## config.mk

```make
export PLATFORM = sky130hd
export DESIGN_NAME = egg_countdown
export DESIGN_NICKNAME = d
export VERILOG_FILES = /design/src/rtl/egg_countdown.sv
export SDC_FILE = /design/constraint.sdc
export NUM_CORES = 1
export LEC_CHECK = 0
export ABC_CLOCK_PERIOD_IN_PS = 3600
export BUFFER_PORTS_ARGS = -buffer_cell sky130_fd_sc_hd__buf_2
export CAP_MARGIN = 20
export CORE_ASPECT_RATIO = 0.7
export CORE_MARGIN = 1
export CORE_UTILIZATION = 50
export DETAILED_ROUTE_END_ITERATION = 6
export PLACE_DENSITY = 0.79
export SLEW_MARGIN = 20
export SYNTH_ARGS = -nofsm -noshare
export SYNTH_HDL_FRONTEND = slang
export SYNTH_SLANG_ARGS = --single-unit
```

## constraint.sdc

```tcl
create_clock -name CLK100Mhz -period 3.6 [get_ports CLK100Mhz]
set_input_delay 0.18 -clock CLK100Mhz [delete_from_list [all_inputs] [get_ports CLK100Mhz]]
set_output_delay 0.18 -clock CLK100Mhz [all_outputs]
set_load 0.01 [all_outputs]
```

## src/rtl/egg_countdown.sv

```systemverilog
`default_nettype none
// ============================================================================
// Module      : egg_countdown
// Description : Kitchen egg timer. Time is loaded in SET with minute/second
//               buttons, counts down in RUN on a synchronised 1 Hz tick, can
//               be paused/cleared, and raises an alarm for a bounded number
//               of seconds when it reaches 00:00.
// Revision    : 1.0  initial release
// ----------------------------------------------------------------------------
// Ports
//   CLK100Mhz  in   sole clock, rising edge
//   reset      in   asynchronous active-low reset
//   pulse_1Hz  in   1 Hz square wave, asynchronous; each rising edge = 1 s
//   btn_start  in   single-cycle pulse: start / resume
//   btn_stop   in   single-cycle pulse: pause / clear / acknowledge
//   btn_min    in   single-cycle pulse: +1 minute in SET
//   btn_sec    in   single-cycle pulse: +1 second in SET
//   min_tens, min_ones, sec_tens, sec_ones  out  registered BCD time
//   state      out  SET=0, RUN=1, PAUSE=2, ALARM=3
//   alarm      out  high while in ALARM
//   done       out  one-cycle pulse on entry to ALARM
//   tick_1s    out  one-cycle strobe per pulse_1Hz rising edge
// ============================================================================
module egg_countdown #(
  parameter int SYNC_STAGES = 2,
  parameter int ALARM_TICKS = 10
) (
  input  logic       CLK100Mhz,
  input  logic       reset,
  input  logic       pulse_1Hz,
  input  logic       btn_start,
  input  logic       btn_stop,
  input  logic       btn_min,
  input  logic       btn_sec,
  output logic [3:0] min_tens,
  output logic [3:0] min_ones,
  output logic [3:0] sec_tens,
  output logic [3:0] sec_ones,
  output logic [1:0] state,
  output logic       alarm,
  output logic       done,
  output logic       tick_1s
);

  typedef enum logic [1:0] {
    ST_SET   = 2'd0,
    ST_RUN   = 2'd1,
    ST_PAUSE = 2'd2,
    ST_ALARM = 2'd3
  } state_t;

  localparam logic [7:0] ALARM_LIMIT = 8'(ALARM_TICKS);

  // BCD byte {tens, ones} increment; tens wraps to 0 after max_tens.
  function automatic logic [7:0] bcd_inc(input logic [7:0] v, input logic [3:0] max_tens);
    logic [7:0] r;
    if (v[3:0] == 4'd9) begin
      r[3:0] = 4'd0;
      r[7:4] = (v[7:4] == max_tens) ? 4'd0 : v[7:4] + 4'd1;
    end else begin
      r = {v[7:4], v[3:0] + 4'd1};
    end
    return r;
  endfunction

  // BCD byte decrement; callers never pass 00.
  function automatic logic [7:0] bcd_dec(input logic [7:0] v);
    logic [7:0] r;
    if (v[3:0] == 4'd0) r = {v[7:4] - 4'd1, 4'd9};
    else                r = {v[7:4], v[3:0] - 4'd1};
    return r;
  endfunction

  logic [SYNC_STAGES-1:0] sync_q, sync_d;
  logic                   edge_q, edge_d;
  logic                   tick_q, tick_d;
  state_t                 state_q, state_d;
  logic [7:0]             min_q, min_d;
  logic [7:0]             sec_q, sec_d;
  logic [7:0]             cnt_q, cnt_d;
  logic                   done_q, done_d;
  logic                   alarm_q;
  logic [7:0]             min_dec, sec_dec;
  logic                   time_zero;

  // Synchroniser followed by a rising-edge detector. Clearing the edge flop
  // in reset means a pulse already high at release still yields one tick.
  always_comb begin
    sync_d = {sync_q[SYNC_STAGES-2:0], pulse_1Hz};
    edge_d = sync_q[SYNC_STAGES-1];
    tick_d = sync_q[SYNC_STAGES-1] & ~edge_q;
  end

  // One-second decrement of the displayed time, borrowing from minutes.
  always_comb begin
    if (sec_q == 8'h00) begin
      sec_dec = 8'h59;
      min_dec = bcd_dec(min_q);
    end else begin
      sec_dec = bcd_dec(sec_q);
      min_dec = min_q;
    end
  end

  assign time_zero = ({min_q, sec_q} == 16'h0000);

  always_comb begin
    state_d = state_q;
    min_d   = min_q;
    sec_d   = sec_q;
    cnt_d   = cnt_q;
    done_d  = 1'b0;
    case (state_q)
      ST_SET: begin
        if (btn_min) min_d = bcd_inc(min_q, 4'd9);
        if (btn_sec) sec_d = bcd_inc(sec_q, 4'd5);
        // Start decision uses the time before this cycle's increments.
        if (btn_start && !btn_stop && !time_zero) state_d = ST_RUN;
      end
      ST_RUN: begin
        if (tick_q) begin
          // A tick colliding with stop still decrements; reaching zero
          // takes precedence over pausing.
          min_d = min_dec;
          sec_d = sec_dec;
          if ({min_dec, sec_dec} == 16'h0000) begin
            state_d = ST_ALARM;
            done_d  = 1'b1;
            cnt_d   = 8'd0;
          end else if (btn_stop) begin
            state_d = ST_PAUSE;
          end
        end else if (btn_stop) begin
          state_d = ST_PAUSE;
        end
      end
      ST_PAUSE: begin
        if (btn_stop) begin
          min_d   = 8'h00;
          sec_d   = 8'h00;
          state_d = ST_SET;
        end else if (btn_start) begin
          state_d = ST_RUN;
        end
      end
      ST_ALARM: begin
        min_d = 8'h00;
        sec_d = 8'h00;
        if (btn_start || btn_stop) begin
          state_d = ST_SET;
        end else if (tick_q) begin
          cnt_d = cnt_q + 8'd1;
          if (cnt_q + 8'd1 == ALARM_LIMIT) state_d = ST_SET;
        end
      end
      default: state_d = ST_SET;
    endcase
  end

  always_ff @(posedge CLK100Mhz or negedge reset) begin
    if (!reset) begin
      sync_q  <= '0;
      edge_q  <= 1'b0;
      tick_q  <= 1'b0;
      state_q <= ST_SET;
      min_q   <= 8'h00;
      sec_q   <= 8'h00;
      cnt_q   <= 8'd0;
      done_q  <= 1'b0;
      alarm_q <= 1'b0;
    end else begin
      sync_q  <= sync_d;
      edge_q  <= edge_d;
      tick_q  <= tick_d;
      state_q <= state_d;
      min_q   <= min_d;
      sec_q   <= sec_d;
      cnt_q   <= cnt_d;
      done_q  <= done_d;
      alarm_q <= (state_d == ST_ALARM);
    end
  end

  assign min_tens = min_q[7:4];
  assign min_ones = min_q[3:0];
  assign sec_tens = sec_q[7:4];
  assign sec_ones = sec_q[3:0];
  assign state    = state_q;
  assign alarm    = alarm_q;
  assign done     = done_q;
  assign tick_1s  = tick_q;

endmodule
`default_nettype wire
```

* After elaboration in Yosys (flattened, before gate mapping)
Cells that the tools add are included.
** Word-level totals
- Logic and storage cells :: 90
- Input bits :: 7
- Output and inout port bits :: 21
- Register bits :: 32
** Operators by class
- Multiplexer cells :: 33
- Reductions and logical operators :: 17
- Equal/unequal tests :: 18
- $add $sub $neg :: 9
- Bitwise operators :: 2
** Operators by type and width (count)
- two-way mux 8 bit :: 15
- one-hot mux 8 bit (4 select lines) :: 2
- zero test 16 bit :: 2
- two-way mux 2 bit :: 9
- != test 2 bit (second input constant) :: 9
- adder 4 x 1 -> 4 bit (second input constant) :: 4
- one-hot mux 8 bit (2 select lines) :: 1
- subtractor 4 x 1 -> 4 bit (second input constant) :: 4
- == test 4 bit (second input constant) :: 3
- adder 8 x 1 -> 8 bit (second input constant) :: 1
- == test 8 x 4 -> 1 bit (second input constant) :: 1
- zero test 4 bit :: 2
- zero test 8 bit :: 1
- two-way mux 4 bit :: 2
- one-hot mux 2 bit (4 select lines) :: 1
- AND reduction 4 bit :: 2
- == test 2 bit (second input constant) :: 3
- AND reduction 3 bit :: 2
- AND reduction 5 bit :: 1
- == test 4 x 3 -> 1 bit (second input constant) :: 1
- two-way mux 1 bit :: 3
- == test 2 x 1 -> 1 bit (second input constant) :: 1
- logical AND 1 bit :: 2
- zero test 1 bit :: 2
- other kinds (5) :: 5

* Logic depth before layout (Yosys ltp)
- Depth in word-level cells :: 8
- Mapped depth :: 11
- Depth with buffers taken out :: 8

* Worst setup path after synthesis
OpenSTA, ideal clock, no wires.
- Kind :: register to register
- Start :: register sec_q[5]
- End :: register cnt_q[6]
- Slack :: 0.856 ns
- Stages on the path, launching flop included :: 12
- Arrival :: 2.623 ns
- Path through :: dfrtp_1 > inv_1 > ha_1 > or3b_1 > clkbuf_1 > or4_1 > buf_2 > a31oi_4 > nor4_4 > nand2b_1 > buf_4 > a22o_1
** On the way
- Cells in the longest elaborated chain, start to end :: 6
- Elaborated cells between the ends (all ways) :: 8
- Those cells by class :: add/sub: 1; eq/ne: 1; mux: 3; reduce/logical: 3
** Ends and longest elaborated chain
- start, declared :: line 79 : logic [7:0] sec_q, sec_d;
- start signal, assigned :: line 167 : sec_q <= 8'h00;
- start signal, assigned :: line 177 : sec_q <= sec_d;
- subtractor 4 x 1 -> 4 bit :: line 69 : if (v[3:0] == 4'd0) r = {v[7:4] - 4'd1, 4'd9};
- two-way mux 8 bit :: line 69
- two-way mux 8 bit :: line 96 : if (sec_q == 8'h00) begin
- zero test 16 bit (*) :: line 126 : if ({min_dec, sec_dec} == 16'h0000) begin
- != test 2 bit (no line) (*)
- AND reduction 5 bit (no line) (*)
- end signal, assigned :: line 178 : cnt_q <= cnt_d;
- end, declared :: line 80 : logic [7:0] cnt_q, cnt_d;
Every way passes the cells marked *; elsewhere a longest branch is shown, timed or not.
A chain may end at the register's enable or synchronous reset.

* Worst setup path after layout
- Start :: register sec_q[5]
- End :: register cnt_q[3]
Same word-level chain as after synthesis.

==> summary.md <==
| Metric | Value |
|---|---|
| Setup repair after global routing missed its margin | no |
| Critical path class | flip-flop to flip-flop |
| Max Buffers Root-to-Sink | 2 |
| Clock sink count | 32 |
| Relative max-transition margin | around half |
| Number of violations reported at the end of detailed-routing iteration 0 | 150 |
| Period utilisation layout | between 80% and 90% |
| Count of boundary I/O pins | 28 |
| Starting Density | about 53% |
| Clk root buf | sky130_fd_sc_hd__clkbuf_8 |
| Synth async-reset ratio | 100.0% |
| Number of pins with negative max-slew slack in the final report | 0 |
| Antenna violations before repair | 0 |
| Setup violations, final | 0 |
| Final-report hold violation count | 0 |
| Top_reg_cell synth | sky130_fd_sc_hd__dfrtp_1 |
| TritonCTS clock tree | built |
| Post-route DRC | 0 |
| PnR Total Power | between 2000 and 2500 uW |
| Number of instances on the worst hold path | 3 |
| Type of destination of the critical path | flip-flop |
| Run status | finished, final reports clean |
| Slowest stage delay, CP | between 500 and 600 ps |
| Instance area at placement | 2455 um2 |
| Synthesis-to-layout area growth | 10.42% |
| Leak | ~0.0011 uW |
| Total routed wirelength | 5.664 mm |
| Slowest cell on the critical path | sky130_fd_sc_hd__or3b_1 |
| Mapped Area | between 2000 and 2500 um2 |
| First-pass iteration count of the detailed router | 4 |
| Post-Synthesis Mean Instance Area | about 8.3 um2 |
| Cell depth of the worst flop-to-flop path | 8 |
| Share of cells above drive strength 1 | around 15% |
| Post-Layout Inst Area | 2571 um2 |
| Std cell rows | 20 |
| Largest delay contributor family on the critical path | simple AND/OR/NAND/NOR gates |
| Critical Path, Cell by Cell | inv_1 > ha_1 > or3b_1 > o31ai_1 > a31oi_4 > nor4_4 > nand2b_1 > a31oi_1 |
| Via count of the first global-routing pass | approximately 2000 |
| Worst Tran Pin Value | about 750 ps |
| Die extent in y | approximately 59 um |
| Detail Route Antenna Nets | 0 |
| CTS buffer count | 5 |
| Area of the die | a little under 5000 um2 |
| Net count of the mapped netlist | slightly below 300 |
| Number of enable flip-flop cells after synthesis | 0 |
| WP depth | 8 |
| Maximum number of pins on one net before global-route repair | 33 |
| Maximum operating frequency | about 0.32 GHz |
| ANT cells | 0 |
| Die X | roughly 84 um |
| GRT Total Usage | between 20% and 30% |
| Number of maximum-capacitance constraint violations | 0 |
| Arrival time of the worst setup path | roughly 3300 ps |
| Power density normalized to cell area | about 800 nW/um2 |
| H-Tree Level Count | 2 |
| Required time reported for the critical path endpoint | 3750 ps |
| HPWL after detailed placement | 3.942 mm |
| CP bufs+invs | 1 |
| First-pass GRT wire length | slightly below 10 mm |
| Synthesis warning total | 0 |
| Total negative setup slack | 0 ps |
| WL/cell | around 16 um |
| Clk pin slew, worst setup/hold paths | about 70 ps |
| Number of synthesized register bits | 32 |
| Fin crit period | 3091 ps |
| Critical Path Start Type | flip-flop |
| Class of the tightest hold or removal check | input port to flip-flop |
| Number of buffer cells added on primary ports | 27 |
| Portion of the post-synthesis area used by sequential elements | about a third |
| Core area | 4404 um2 |
| Clock Latency Late Sink | between 200 and 300 ps |
| RePlAce Congestion | 0.8741 |
| Peak fanout along the critical path | 9 |
| Final #Nets | 314 |
| VDD IR max | 0.0004551 V |
| Detailed-route vias per instance | between 6 and 7 |
| Max Clock Skew | between 4 and 5 ps |
| Gate count of the mapped netlist | 280 |
| Count of vias placed by the detailed router | 2196 |
| Post-synth cell types | 57 |
| Remaining global-route overflow | 0 |
-- placed cells by master (no fill, tap or decap), types with 9 or more instances in the layout --
cell type,Yosys,final
sky130_fd_sc_hd__a21oi_1,24,24
sky130_fd_sc_hd__and3_1,10,10
sky130_fd_sc_hd__buf_2,1,27
sky130_fd_sc_hd__dfrtp_1,32,32
sky130_fd_sc_hd__ha_1,9,9
sky130_fd_sc_hd__inv_1,10,10
sky130_fd_sc_hd__nand2_1,21,21
sky130_fd_sc_hd__nand3_1,11,11
sky130_fd_sc_hd__nor2_1,19,19
sky130_fd_sc_hd__nor3_1,9,9
sky130_fd_sc_hd__o21ai_0,25,25
-- power breakdown --
part           internal [uW]  switching [uW]  total (uW)
registers                449             253         703
clock network            170             133         304
logic                    438             609        1050
total                   1060             996        2050
-- cell families (layout without fill, tap and decap cells) --
kind of cell / count (synthesis) / count (layout) / share of synthesized area (%)
simple gates: 108 / 108 / 25.31
compound gates: 88 / 88 / 24.50
flops: 32 / 32 / 34.39
buf+inv: 30 / 48 / 5.588
fa+ha+maj: 9 / 9 / 4.836
xor+xnor: 7 / 7 / 2.633
mux: 6 / 6 / 2.740
-- registers in the layout, summed over array words and instances, names as in the netlist, 2 cells and up --
register,cells
sec_q,8
min_q,8
state,2
sync_q,2
cnt_q,8
-- final timing paths --
path,start,to,slack [ps]
worst min register to register,sync_q[0],sync_q[1],370
worst max register to register,sec_q[5],cnt_q[3],510
worst max-delay path,sec_q[5],cnt_q[3],510
min in group asynchronous,reset,sec_q[7],500
worst min-delay path,btn_stop,state[1],220
max in group asynchronous,reset,alarm,2620
-- Yosys cell counts, types with 3 or more instances --
cell	instances	area, um2
sky130_fd_sc_hd__a21oi_1	24	120.1
sky130_fd_sc_hd__a22o_1	4	35.03
sky130_fd_sc_hd__a31oi_1	4	25.02
sky130_fd_sc_hd__a41oi_1	3	26.28
sky130_fd_sc_hd__and3_1	10	62.56
sky130_fd_sc_hd__clkbuf_1	14	52.55
sky130_fd_sc_hd__dfrtp_1	32	800.8
sky130_fd_sc_hd__ha_1	9	112.6
sky130_fd_sc_hd__inv_1	10	37.54
sky130_fd_sc_hd__mux2_2	3	33.78
sky130_fd_sc_hd__mux2i_1	3	30.03
sky130_fd_sc_hd__nand2_1	21	78.83
sky130_fd_sc_hd__nand2b_1	5	31.28
sky130_fd_sc_hd__nand3_1	11	55.05
sky130_fd_sc_hd__nand4_1	6	37.54
sky130_fd_sc_hd__nor2_1	19	71.32
sky130_fd_sc_hd__nor2b_1	4	25.02
sky130_fd_sc_hd__nor3_1	9	45.04
sky130_fd_sc_hd__nor4_1	4	25.02
sky130_fd_sc_hd__o21a_1	4	30.03
sky130_fd_sc_hd__o21ai_0	25	125.1
sky130_fd_sc_hd__o22ai_1	4	25.02
sky130_fd_sc_hd__o31ai_1	5	37.54
sky130_fd_sc_hd__or2_2	3	18.77
sky130_fd_sc_hd__xnor2_1	5	43.79
-- layout make-up --
type	count	area [um2]
sequential	32	800.8
multi-input combinational	218	1398
timing repair buffer	31	170.2
fill	420	1833
clock buffer	7	96.34
tap	55	68.82
inverter	10	37.54
-- worst register-to-register path, delay by kind of cell (launching register included) --
| kind | cells | cell delay (ps) |
|---|---|---|
| flip-flops | 1 | 440 |
| adder cells (fa/ha/maj) | 1 | 330 |
| AO/OA/AOI/OAI | 3 | 750 |
| AND/OR/NAND/NOR | 3 | 1300 |
| buffers and inverters | 1 | 140 |
-- per-stage QoR --
stage	instances	setup slack, ps	utilization [%]	hold WS, ps
after floorplan	280	856.3	-	-115.6
after global placement	344	734.4	55.74	283.1
after detailed placement	344	515.9	55.74	287.6
after CTS	353	509.2	58.38	210.3
after global routing	353	296.8	58.38	279.3
final	353	508.7	58.38	218.0
-- metal layers --
| layer | vias to the layer above | GRT usage [%] | share of wire, % |
|---|---|---|---|
| li1 | 1074 | - | - |
| met2 | 66 | 35.31 | 44 |
| met4 | 0 | 7.022 | 0.85 |
| met1 | 1050 | 37.32 | 49 |
| met3 | 6 | 5.153 | 6.7 |
| met5 | - | 0 | 0 |
-- repair_timing --
| action | CTS | global route |
|---|---|---|
| gates resized for setup | 0 | 0 |
| hold buffers | 2 | 0 |
| endpoints found under the hold margin | 33 | 0 |
| setup buffers | 0 | 0 |
Note: power is estimated with default switching activity, not from simulation.
